`src/rtl/lector_acumulado.sv`:
```
// Sample FIFO fed by an accumulator strobe; head word is held in a register (dato).
// Optional: define LECTOR_CNT_PERDIDOS_EN to add the saturating dropped-sample counter perdidos.
module lector_acumulado #(
  parameter int unsigned N     = 25,
  parameter int unsigned DEPTH = 4
) (
  input  logic                       clk,
  input  logic                       reset_n,
  input  logic [2*N-1:0]             Acumulado,
  input  logic                       signal,
  input  logic                       listo,
  output logic [2*N-1:0]             dato,
  output logic                       valido,
  output logic [$clog2(DEPTH):0]     nivel,
`ifdef LECTOR_CNT_PERDIDOS_EN
  output logic [7:0]                 perdidos,
`endif
  output logic                       desborde
);

  localparam int unsigned PW = $clog2(DEPTH);
  localparam int unsigned LW = PW + 1;

  logic [2*N-1:0] mem [DEPTH];
  logic [PW-1:0]  wr_ptr_q, wr_ptr_d;
  logic [PW-1:0]  rd_ptr_q, rd_ptr_d;
  logic [PW-1:0]  rd_next;
  logic [LW-1:0]  nivel_q, nivel_d;
  logic [2*N-1:0] dato_q, dato_d;
  logic           desborde_q, desborde_d;
  logic           full, pop, do_push, drop;

  assign full    = (nivel_q == LW'(DEPTH));
  assign pop     = valido && listo;
  assign do_push = signal && (!full || pop);
  assign drop    = signal && full && !pop;
  assign rd_next = rd_ptr_q + 1'b1;

  assign valido   = (nivel_q != '0);
  assign nivel    = nivel_q;
  assign dato     = dato_q;
  assign desborde = desborde_q;

  always_comb begin
    wr_ptr_d   = wr_ptr_q;
    rd_ptr_d   = rd_ptr_q;
    nivel_d    = nivel_q;
    dato_d     = dato_q;
    desborde_d = desborde_q | drop;
    if (do_push) wr_ptr_d = wr_ptr_q + 1'b1;
    if (pop)     rd_ptr_d = rd_next;
    unique case ({do_push, pop})
      2'b10:   nivel_d = nivel_q + 1'b1;
      2'b01:   nivel_d = nivel_q - 1'b1;
      default: nivel_d = nivel_q;
    endcase
    // The head register tracks the word at rd_ptr; a new sample becomes head only
    // when nothing older remains behind the popped word.
    if (pop) begin
      if (nivel_q > LW'(1))  dato_d = mem[rd_next];
      else if (do_push)      dato_d = Acumulado;
    end else if (do_push && nivel_q == '0) begin
      dato_d = Acumulado;
    end
  end

  always_ff @(posedge clk) begin
    if (!reset_n) begin
      wr_ptr_q   <= '0;
      rd_ptr_q   <= '0;
      nivel_q    <= '0;
      dato_q     <= '0;
      desborde_q <= 1'b0;
    end else begin
      wr_ptr_q   <= wr_ptr_d;
      rd_ptr_q   <= rd_ptr_d;
      nivel_q    <= nivel_d;
      dato_q     <= dato_d;
      desborde_q <= desborde_d;
    end
  end

  always_ff @(posedge clk) begin
    if (reset_n && do_push) mem[wr_ptr_q] <= Acumulado;
  end

`ifdef LECTOR_CNT_PERDIDOS_EN
  logic [7:0] perdidos_q;

  always_ff @(posedge clk) begin
    if (!reset_n) begin
      perdidos_q <= '0;
    end else if (drop && perdidos_q != 8'hff) begin
      perdidos_q <= perdidos_q + 8'd1;
    end
  end

  assign perdidos = perdidos_q;
`endif

endmodule

```
`config.mk`:
```
export PLATFORM = sky130hd
export DESIGN_NAME = lector_acumulado
export DESIGN_NICKNAME = d
export VERILOG_FILES = /design/src/rtl/lector_acumulado.sv
export SDC_FILE = /design/constraint.sdc
export NUM_CORES = 1
export LEC_CHECK = 0
export ABC_AREA = 1
export CAP_MARGIN = 20
export CELL_PAD_IN_SITES_DETAIL_PLACEMENT = 0
export CELL_PAD_IN_SITES_GLOBAL_PLACEMENT = 1
export CORE_MARGIN = 4
export CORE_UTILIZATION = 44
export CTS_BUF_LIST = sky130_fd_sc_hd__clkbuf_16
export CTS_CLUSTER_DIAMETER = 100
export CTS_CLUSTER_SIZE = 30
export DETAILED_ROUTE_END_ITERATION = 16
export HOLD_SLACK_MARGIN = 0.15
export MAX_ROUTING_LAYER = met4
export PLACE_DENSITY = 0.83
export SYNTH_ARGS = -nofsm -noshare
export SYNTH_HDL_FRONTEND = slang
export SYNTH_SLANG_ARGS = --single-unit
```
`constraint.sdc`:
```
create_clock -name clk -period 4.8 [get_ports clk]
set_input_delay 0.96 -clock clk [delete_from_list [all_inputs] [get_ports clk]]
set_output_delay 0.96 -clock clk [all_outputs]
set_load 0.005 [all_outputs]
```
==> impl_metrics.csv, run 1 <==
group,metric,value,unit
outcome,outcome,"complete, no violations",
global_route,track_usage,17.7,%
floorplan,row_count,57,
finish,multiInputGateArea,0.00308,sq mm
timing,timing.final.crit_period,2.85,ns
synth,yosysWarnings,0,
timing,slew_headroom,31.5,%
setup_path,cp.arrival,1.89,ns
timing,skew,0.0186,ns
setup_path,crit_chain,"inv_1 -> ha_1 -> nand2_4 -> clkdlybuf4s50_1",
cts,cts_resized,0,
floorplan,die_x,166,um
synth,synthTopCellsByCount,"nand2_1, edfxtp_1, inv_1",
place,dp.cells,1535,
detailed_routing,final_antenna_net_count,0,
synth,synthesis.area,0.0110,sq mm
cts,cts_root_buf,"clkbuf_16",
synth,ys_ff_latch,258,
place,place.gp.congestion,0.785,
synth,synthArstFlopShare,0,%
setup_path,rr_startpoint,"nivel[1]$_SDFFE_PN0P_",
detailed_routing,drc,0,
global_route,grt_max_degree,79,
detailed_routing,wirelength,24100,um
timing,setup_viol,0,
cts,cts_buffers,12,
synth,synthDistinctLibCells,24,
setup_path,critPathKind,"reg -> out",
synth,avgSynthCellArea,9.58,sq um
finish,nets,1287,
floorplan,dieArea,0.0276,sq mm
floorplan,start_util,45.0,%
timing,final-max-slew-violation-count,0,
hold_path,holdPathStages,1,
timing,timing.final.hold_violations,0,
synth,yosysMostFrequentCell,"nand2_1",
cts,clock_sinks,258,
setup_path,reg2regPathDepth,9,
setup_path,startpoint_type,"flop",
power,power_density,373,mW/mm^2
setup_path,crit_family,"buffers and inverters",
setup_path,slowest_delay,0.50,ns
cts,post_cts_buffers,0,
global_route,grt_pass1_vias,7584,
run,drv_cap,0,
finish,synthToLayoutAreaGrowth,14.5,%
setup_path,rr_endpoint,"dato[17]$_SDFFE_PN0P_",
timing,fmax,351,MHz
power,p_total,4.71,mW
setup_path,slowest_stage,"clkdlybuf4s50_1",
detailed_routing,vias_per_cell,4.88,
setup_path,r2r_slack,2.19,ns
timing,fin_tns_setup,0,ns
detailed_routing,routed-via-count,7591,
cts,cts_buffer_depth,3,
cts,ctsHoldBuffers,0,
power,peakVddDrop,0.000218,V
floorplan,core,0.0245,sq mm
synth,synth_nets,1212,
timing,rsz0062_at_grt,"no",
cts,h-tree-depth,1,
finish,fillers,2191,
synth,yosysTopAreaCellShare,54.5,%
detailed_routing,wl_per_cell,15.5,um
synth,synth_edf_count,200,
floorplan,ioPinCount,109,
finish,drive_gt1_share,3.66,%
place,hpwl,13700,um
setup_path,crit_required,3.84,ns
finish,final_cells,1555,
synth,synthFlopType,"edfxtp_1",
detailed_routing,drt-initial-drc-count,563,
synth,synth_cells,1150,
cts,cts.clk_slew.worst_paths,0.10,ns
hold_path,hp-class,"reg -> reg",
cts,insertion_delay,0.48,ns
timing,fin_crit_sh,59.4,%
global_route,grt_pass1_wl,39400,um
cts,cts_tree,"done",
global_route,grt-ovfl-total,0,
timing,tightest_slew,1.03,ns
hold_path,min_from,"desborde$_SDFF_PN0_",
synth,synthTopCellsByArea,"edfxtp_1, nand2_1, dfxtp_1, inv_1, nand3_1",
detailed_routing,dr.pass1.iters,5,
hold_path,holdPathEnd,"desborde$_SDFF_PN0_",
setup_path,worstPathMaxFanout,5,
power,leakage,5.38,nW
setup_path,crit_buf_inv,2,
synth,yosys.area.top_type,"edfxtp_1",
floorplan,die_y,166,um
synth,synth_seq_area_share,65.1,%
global_route,antenna_found_initial,1,
setup_path,critPathCaptureType,"primary output",
finish,seq_area,0.00717,sq mm
place,place.port_buffers,108,
[worst max path at each step]
stage                          startpoint               endpoint  cells after the start
floorplan                         reset_n    mem[0][0]$_DFFE_PP_                      3
global placement                    listo  dato[30]$_SDFFE_PN0P_                      8
detailed placement                  listo  dato[17]$_SDFFE_PN0P_                      8
CTS                 nivel[0]$_SDFFE_PN0P_                 valido                      4
global route                        listo  dato[11]$_SDFFE_PN0P_                      8
finish              nivel[1]$_SDFFE_PN0P_                 valido                      4
[flip-flops by register name, indices dropped and copies added (netlist names)]
| name | cells |
|---|---|
| desborde | 1 |
| dato | 50 |
| wr_ptr_q | 2 |
| rd_ptr_q | 2 |
| nivel | 3 |
| mem | 200 |
[per-stage QoR]
stage          cell area [sq um]  hold slack [ns]  utilization (%)  setup slack, ns
2_1_floorplan              11000            0.464                -            0.915
3_3_place_gp               12300            0.453             50.1             1.54
3_5_place_dp               12300            0.462             50.1             1.48
4_1_cts                    12600            0.491             51.6             1.92
5_1_grt                    12600            0.520             51.6             1.78
6_report                   12600            0.488             51.6             1.95
[logic make-up after synthesis]
group           count (synthesis)  synth area share [%]
simple gates                  643                  23.0
flops                         258                  65.1
buf+inv                       175                  7.29
compound gates                 64                  3.53
fa+ha+maj                       8                 0.909
xor+xnor                        2                 0.159
[per-layer routing]
| metal | part of all wire [%] | global-route usage [%] |
|---|---|---|
| met1 | 45 | 23.0 |
| met4 | 0.94 | 2.21 |
| met3 | 4.5 | 2.52 |
| met2 | 49 | 30.7 |
| met5 | 0 | - |
[power breakdown]
part | total [mW] | leakage (nW) | switching, mW | internal (mW)
sequential | 2.58 | 2.30 | 0.0549 | 2.52
combinational | 0.966 | 2.89 | 0.595 | 0.371
clock | 1.16 | 0.194 | 0.663 | 0.502
[worst reg2reg max path: cells and delay by family (launching register included)]
family          cells  cell delay (ns)
buf+inv             2             0.64
flops               1             0.43
compound gates      1             0.08
simple gates        5             1.14
fa+ha+maj           1             0.28
[cell usage in the layout, fill, tap and decap left out, types with 6 or more instances in the layout]
cell	n
a21oi_1	31
a22oi_1	25
buf_4	10
clkbuf_16	13
clkdlybuf4s50_1	107
dfxtp_1	58
edfxtp_1	200
ha_1	8
inv_1	116
nand2_1	496
nand3_1	77
nor2_1	58
o21ai_0	6
[cell type report]
type | instances | area share, %
sequential | 258 | 56.8
multi-input combinational | 717 | 24.4
timing repair buffer | 118 | 9.12
inverter | 118 | 3.55
tap | 324 | 3.21
clock buffer | 13 | 2.58
clock inverter | 6 | 0.278
antenna | 1 | 0.0198
No activity file was read; power rests on OpenSTA's default activity.
==> run 2, diff against run 1 <==
Clock period 4.8 ns to 2.75 ns, I/O delays scaled along.
==> run 2 against run 1 <==
Compared with the run above: die area unchanged; worst setup slack got worse by 1.6 ns; power grew 75%; highest routed layer unchanged; worst hold slack worse by 0.0098 ns; final area is 0.90% higher; non-clock buffer count up 7; routed wire length decreased by 2.3%; largest cell class unchanged; critical path type unchanged.
==> impl_metrics.csv, run 2 (synthesized netlist as in run 1, its figures left out) <==
group,metric,value,unit
outcome,outcome,"complete, no violations",
place,place.gp.congestion,0.776,
floorplan,die_y,166,um
finish,largest_register_ffs,200,
finish,multiInputGateArea,0.00308,sq mm
hold_path,holdPathEnd,"desborde$_SDFF_PN0_",
run,drv_cap,0,
timing,setup_viol,0,
timing,timing.final.crit_period,2.45,ns
finish,nets,1294,
setup_path,crit_required,2.20,ns
cts,insertion_delay,0.48,ns
hold_path,holdPathStages,1,
detailed_routing,final_antenna_net_count,0,
detailed_routing,wl_per_cell,15.1,um
timing,timing.final.hold_violations,0,
place,dpl_cell_area,0.0124,sq mm
cts,cts.clk_slew.worst_paths,0.10,ns
global_route,track_usage,17.2,%
cts,h-tree-depth,1,
floorplan,die_x,166,um
setup_path,cp.arrival,1.90,ns
place,place.port_buffers,108,
floorplan,row_count,57,
setup_path,worstPathMaxFanout,6,
timing,rsz0062_at_grt,"no",
timing,skew,0.0100,ns
power,leakage,5.42,nW
finish,finalInstanceArea,0.0127,sq mm
floorplan,core,0.0245,sq mm
global_route,grt_max_degree,78,
cts,cts_root_buf,"clkbuf_16",
global_route,antenna_found_initial,1,
setup_path,startpoint_type,"flop",
finish,synthToLayoutAreaGrowth,15.6,%
cts,post_cts_buffers,0,
detailed_routing,drt-initial-drc-count,518,
cts,clock_sinks,258,
cts,cts_buffer_depth,3,
detailed_routing,wirelength,23500,um
timing,fin_crit_sh,89.0,%
timing,fmax,408,MHz
power,peakVddDrop,0.000509,V
detailed_routing,routed-via-count,7549,
hold_path,hp-class,"reg -> reg",
finish,regMostFlops,"mem",
timing,fin_tns_setup,0,ns
finish,final_common_cell,"nand2_1",
floorplan,start_util,45.0,%
finish,final_cell_mix,"nand2_1, edfxtp_1, inv_1, clkdlybuf4s50_1, nand3_1",
setup_path,rr_endpoint,"dato[8]$_SDFFE_PN0P_",
setup_path,r2r_slack,0.44,ns
cts,cts_resized,0,
floorplan,ioPinCount,109,
power,power_density,646,mW/mm^2
finish,drive_gt1_share,4.21,%
hold_path,min_from,"desborde$_SDFF_PN0_",
global_route,grt-ovfl-total,0,
place,hpwl,14300,um
place,dp.cells,1542,
setup_path,critPathKind,"reg -> out",
finish,final_util,52.0,%
global_route,grt_pass1_vias,7197,
detailed_routing,dr.pass1.iters,5,
timing,slew_headroom,43.3,%
cts,cts_buffers,12,
timing,hold_ws,0.478,ns
cts,ctsHoldBuffers,0,
global_route,grt_pass1_wl,38100,um
setup_path,reg2regPathDepth,9,
setup_path,critPathCaptureType,"primary output",
setup_path,rr_startpoint,"rd_ptr_q[0]$_SDFFE_PN0N_",
finish,final_cells,1561,
finish,seq_area,0.00717,sq mm
detailed_routing,drc,0,
timing,final-max-slew-violation-count,0,
cts,cts_tree,"done",
detailed_routing,vias_per_cell,4.84,
floorplan,dieArea,0.0276,sq mm
finish,fillers,2197,
timing,tightest_slew,0.850,ns
run 2: cell types whose count changed in the layout (fill, tap and decap cells not counted):
cell,previous run,this run
clkinv_8,1,0
inv_1,116,114
buf_4,10,11
inv_8,0,1
clkinv_1,0,1
buf_12,0,5
buf_8,0,1
run 2: routing by layer:
layer	vias up	global-route usage (%)	wire, um
li1	3826	-	-
met1	3559	24.0	11300
met2	149	27.8	11000
met3	15	2.43	994
met4	0	2.53	217
met5	-	-	0
run 2: worst max-delay path by stage:
stage / from / end / slack, ns / cells past startpoint
global route: rd_ptr_q[0]$_SDFFE_PN0N_ / dato[49]$_SDFFE_PN0P_ / 0.19 / 9
CTS: nivel[0]$_SDFFE_PN0P_ / valido / 0.28 / 4
finish: nivel[0]$_SDFFE_PN0P_ / valido / 0.30 / 4
detailed placement: signal / mem[3][4]$_DFFE_PP_ / 0.26 / 6
floorplan: nivel[0]$_SDFFE_PN0P_ / mem[0][0]$_DFFE_PP_ / -0.1 / 7
global placement: signal / mem[3][48]$_DFFE_PP_ / 0.27 / 6
run 2: report_power, final:
group          switching [mW]  leakage [nW]  internal [mW]
logic                    1.03          2.95          0.672
clock network            1.15         0.184          0.873
registers               0.106          2.30           4.40
total                    2.28          5.42           5.94
run 2: final cells by class:
type                            count  area share, %
Antenna cell                        1         0.0197
Clock buffer                       13           2.56
Clock inverter                      5          0.206
Inverter                          118           3.52
Multi-Input combinational cell    717           24.2
Sequential cell                   258           56.3
Tap cell                          324           3.18
Timing Repair Buffer              125           10.0
run 2: stage by stage:
| step | worst slack [ns] | total power, mW |
|---|---|---|
| 5_1_grt | 0.187 | 8.69 |
| 4_1_cts | 0.275 | 8.30 |
| 6_report | 0.302 | 8.22 |
| 2_1_floorplan | -0.0965 | 5.67 |
| 3_5_place_dp | 0.257 | 6.32 |
| 3_3_place_gp | 0.270 | 6.29 |
run 2: worst max-delay path: stages, from the launching register on:
cell,delay (ns)
dfxtp_1,0.45
inv_2,0.09
ha_1,0.28
nand2_4,0.11
clkdlybuf4s50_1,0.50
==> run 3, diff against run 2 <==
Settings changed: RECOVER_POWER from default to 50.
==> run 3 against run 2 <==
Compared with the run above: die area stayed put; final area hardly changed; routed wire length hardly changed; non-clock buffer count stayed put; via count is 0.12% lower; maximum frequency is 0.70% lower; sequential power hardly changed; largest power group unchanged.
==> impl_metrics.csv, run 3 (synthesized netlist as in run 1, its figures left out) <==
group,metric,value,unit
detailed_routing,drc,0,
global_route,antenna_found_initial,2,
timing,hold_ws,0.474,ns
detailed_routing,dr.pass1.iters,5,
global_route,met3_usage,2.43,%
hold_path,holdPathStages,1,
place,hpwl,14300,um
place,dp.cells,1542,
place,place.port_buffers,108,
setup_path,slowest_stage,"clkdlybuf4s50_1",
timing,skew,0.00999,ns
cts,cts_buffers,12,
setup_path,crit_required,2.20,ns
setup_path,reg2regPathDepth,9,
setup_path,worstPathMaxFanout,6,
finish,nets,1294,
global_route,track_usage,17.2,%
setup_path,cp.arrival,1.92,ns
finish,multiInputGateArea,0.00308,sq mm
run,drv_cap,0,
finish,drive_gt1_share,4.05,%
floorplan,dieArea,0.0276,sq mm
floorplan,ioPinCount,109,
global_route,grt-ovfl-total,0,
finish,final_util,52.0,%
power,peakVddDrop,0.000506,V
finish,regMostFlops,"mem",
floorplan,start_util,45.0,%
cts,cts_root_buf,"clkbuf_16",
place,place.gp.congestion,0.776,
setup_path,critPathCaptureType,"primary output",
cts,insertion_delay,0.48,ns
power,power_density,641,mW/mm^2
finish,largest_register_ffs,200,
cts,cts.clk_slew.worst_paths,0.10,ns
global_route,grt_max_degree,78,
detailed_routing,final_antenna_net_count,0,
timing,rsz0062_at_grt,"no",
floorplan,row_count,57,
finish,final_cells,1562,
global_route,grt_pass1_wl,38100,um
setup_path,r2r_slack,0.43,ns
detailed_routing,vias_per_cell,4.83,
finish,fillers,2198,
setup_path,slowest_delay,0.50,ns
timing,final-max-slew-violation-count,0,
global_route,top_usage_layer,"met2",
timing,fin_tns_setup,0,ns
setup_path,worst-path-stages,4,
detailed_routing,drt-initial-drc-count,507,
finish,final_common_cell,"nand2_1",
cts,cts_resized,0,
setup_path,startpoint_type,"flop",
detailed_routing,wl_per_cell,15.1,um
timing,tightest_slew,0.846,ns
outcome,outcome,"complete, no violations",
floorplan,core,0.0245,sq mm
cts,cts_buffer_depth,3,
detailed_routing,routed-via-count,7540,
setup_path,critPathKind,"reg -> out",
finish,final_cell_mix,"nand2_1, edfxtp_1, inv_1, dlygate4sd3_1, nand3_1",
finish,seq_area,0.00717,sq mm
place,dpl_cell_area,0.0124,sq mm
timing,slew_headroom,43.6,%
setup_path,crit_family,"buffers and inverters",
timing,fmax,406,MHz
cts,cts_tree,"done",
detailed_routing,wirelength,23500,um
timing,fin_crit_sh,89.7,%
finish,synthToLayoutAreaGrowth,15.6,%
timing,setup_viol,0,
global_route,use_met2,27.8,%
cts,post_cts_buffers,0,
floorplan,die_x,166,um
timing,setup_slack,0.285,ns
floorplan,die_y,166,um
global_route,grt_pass1_vias,7197,
place,pre_cts_ws,0.257,ns
timing,timing.final.hold_violations,0,
setup_path,crit_buf_inv,2,
cts,h-tree-depth,1,
setup_path,crit_chain,"inv_1 -> ha_1 -> nand2_4 -> clkdlybuf4s50_1",
cts,ctsHoldBuffers,0,
hold_path,hp-class,"reg -> reg",
power,p_total,8.16,mW
finish,finalInstanceArea,0.0127,sq mm
global_route,grt_use_met1,24.0,%
cts,clock_sinks,258,
power,leakage,5.56,nW
timing,timing.final.crit_period,2.47,ns
==> run 3: changes by cell type in the layout (fill, tap and decap cells not counted) <==
cell             previous run  this run
inv_1                     114       115
diode_2                     1         2
inv_2                       5         4
a21oi_2                     1         0
a21oi_1                    31        32
dlygate4sd3_1               0        99
clkdlybuf4s50_1           107         8
==> run 3: final timing paths <==
| kind | start | endpoint |
|---|---|---|
| worst min-delay path | desborde$_SDFF_PN0_ | desborde$_SDFF_PN0_ |
| worst max register to register | rd_ptr_q[0]$_SDFFE_PN0N_ | dato[8]$_SDFFE_PN0P_ |
| worst min register to register | desborde$_SDFF_PN0_ | desborde$_SDFF_PN0_ |
| worst max-delay path | nivel[0]$_SDFFE_PN0P_ | valido |
==> run 3: cell type report <==
cell class / count / area share (%)
diodes: 2 / 0.0393
clock buffers: 13 / 2.56
clock inverters: 5 / 0.206
inverters: 118 / 3.52
multi-input cells: 717 / 24.2
flip-flops and latches: 258 / 56.3
well taps: 324 / 3.18
repair buffers: 125 / 10.0
==> run 3: layer usage <==
metal / share of wire (%) / vias to the layer above
met5: 0 / -
met4: 0.92 / 0
met3: 4.1 / 15
met2: 47 / 154
met1: 48 / 3538
li1: - / 3833
==> run 3: report_power, final <==
part	switching (mW)	internal, mW	leakage (nW)
Sequential	0.101	4.40	2.30
Combinational	1.03	0.620	3.08
Clock	1.14	0.873	0.184
Total	2.27	5.89	5.56
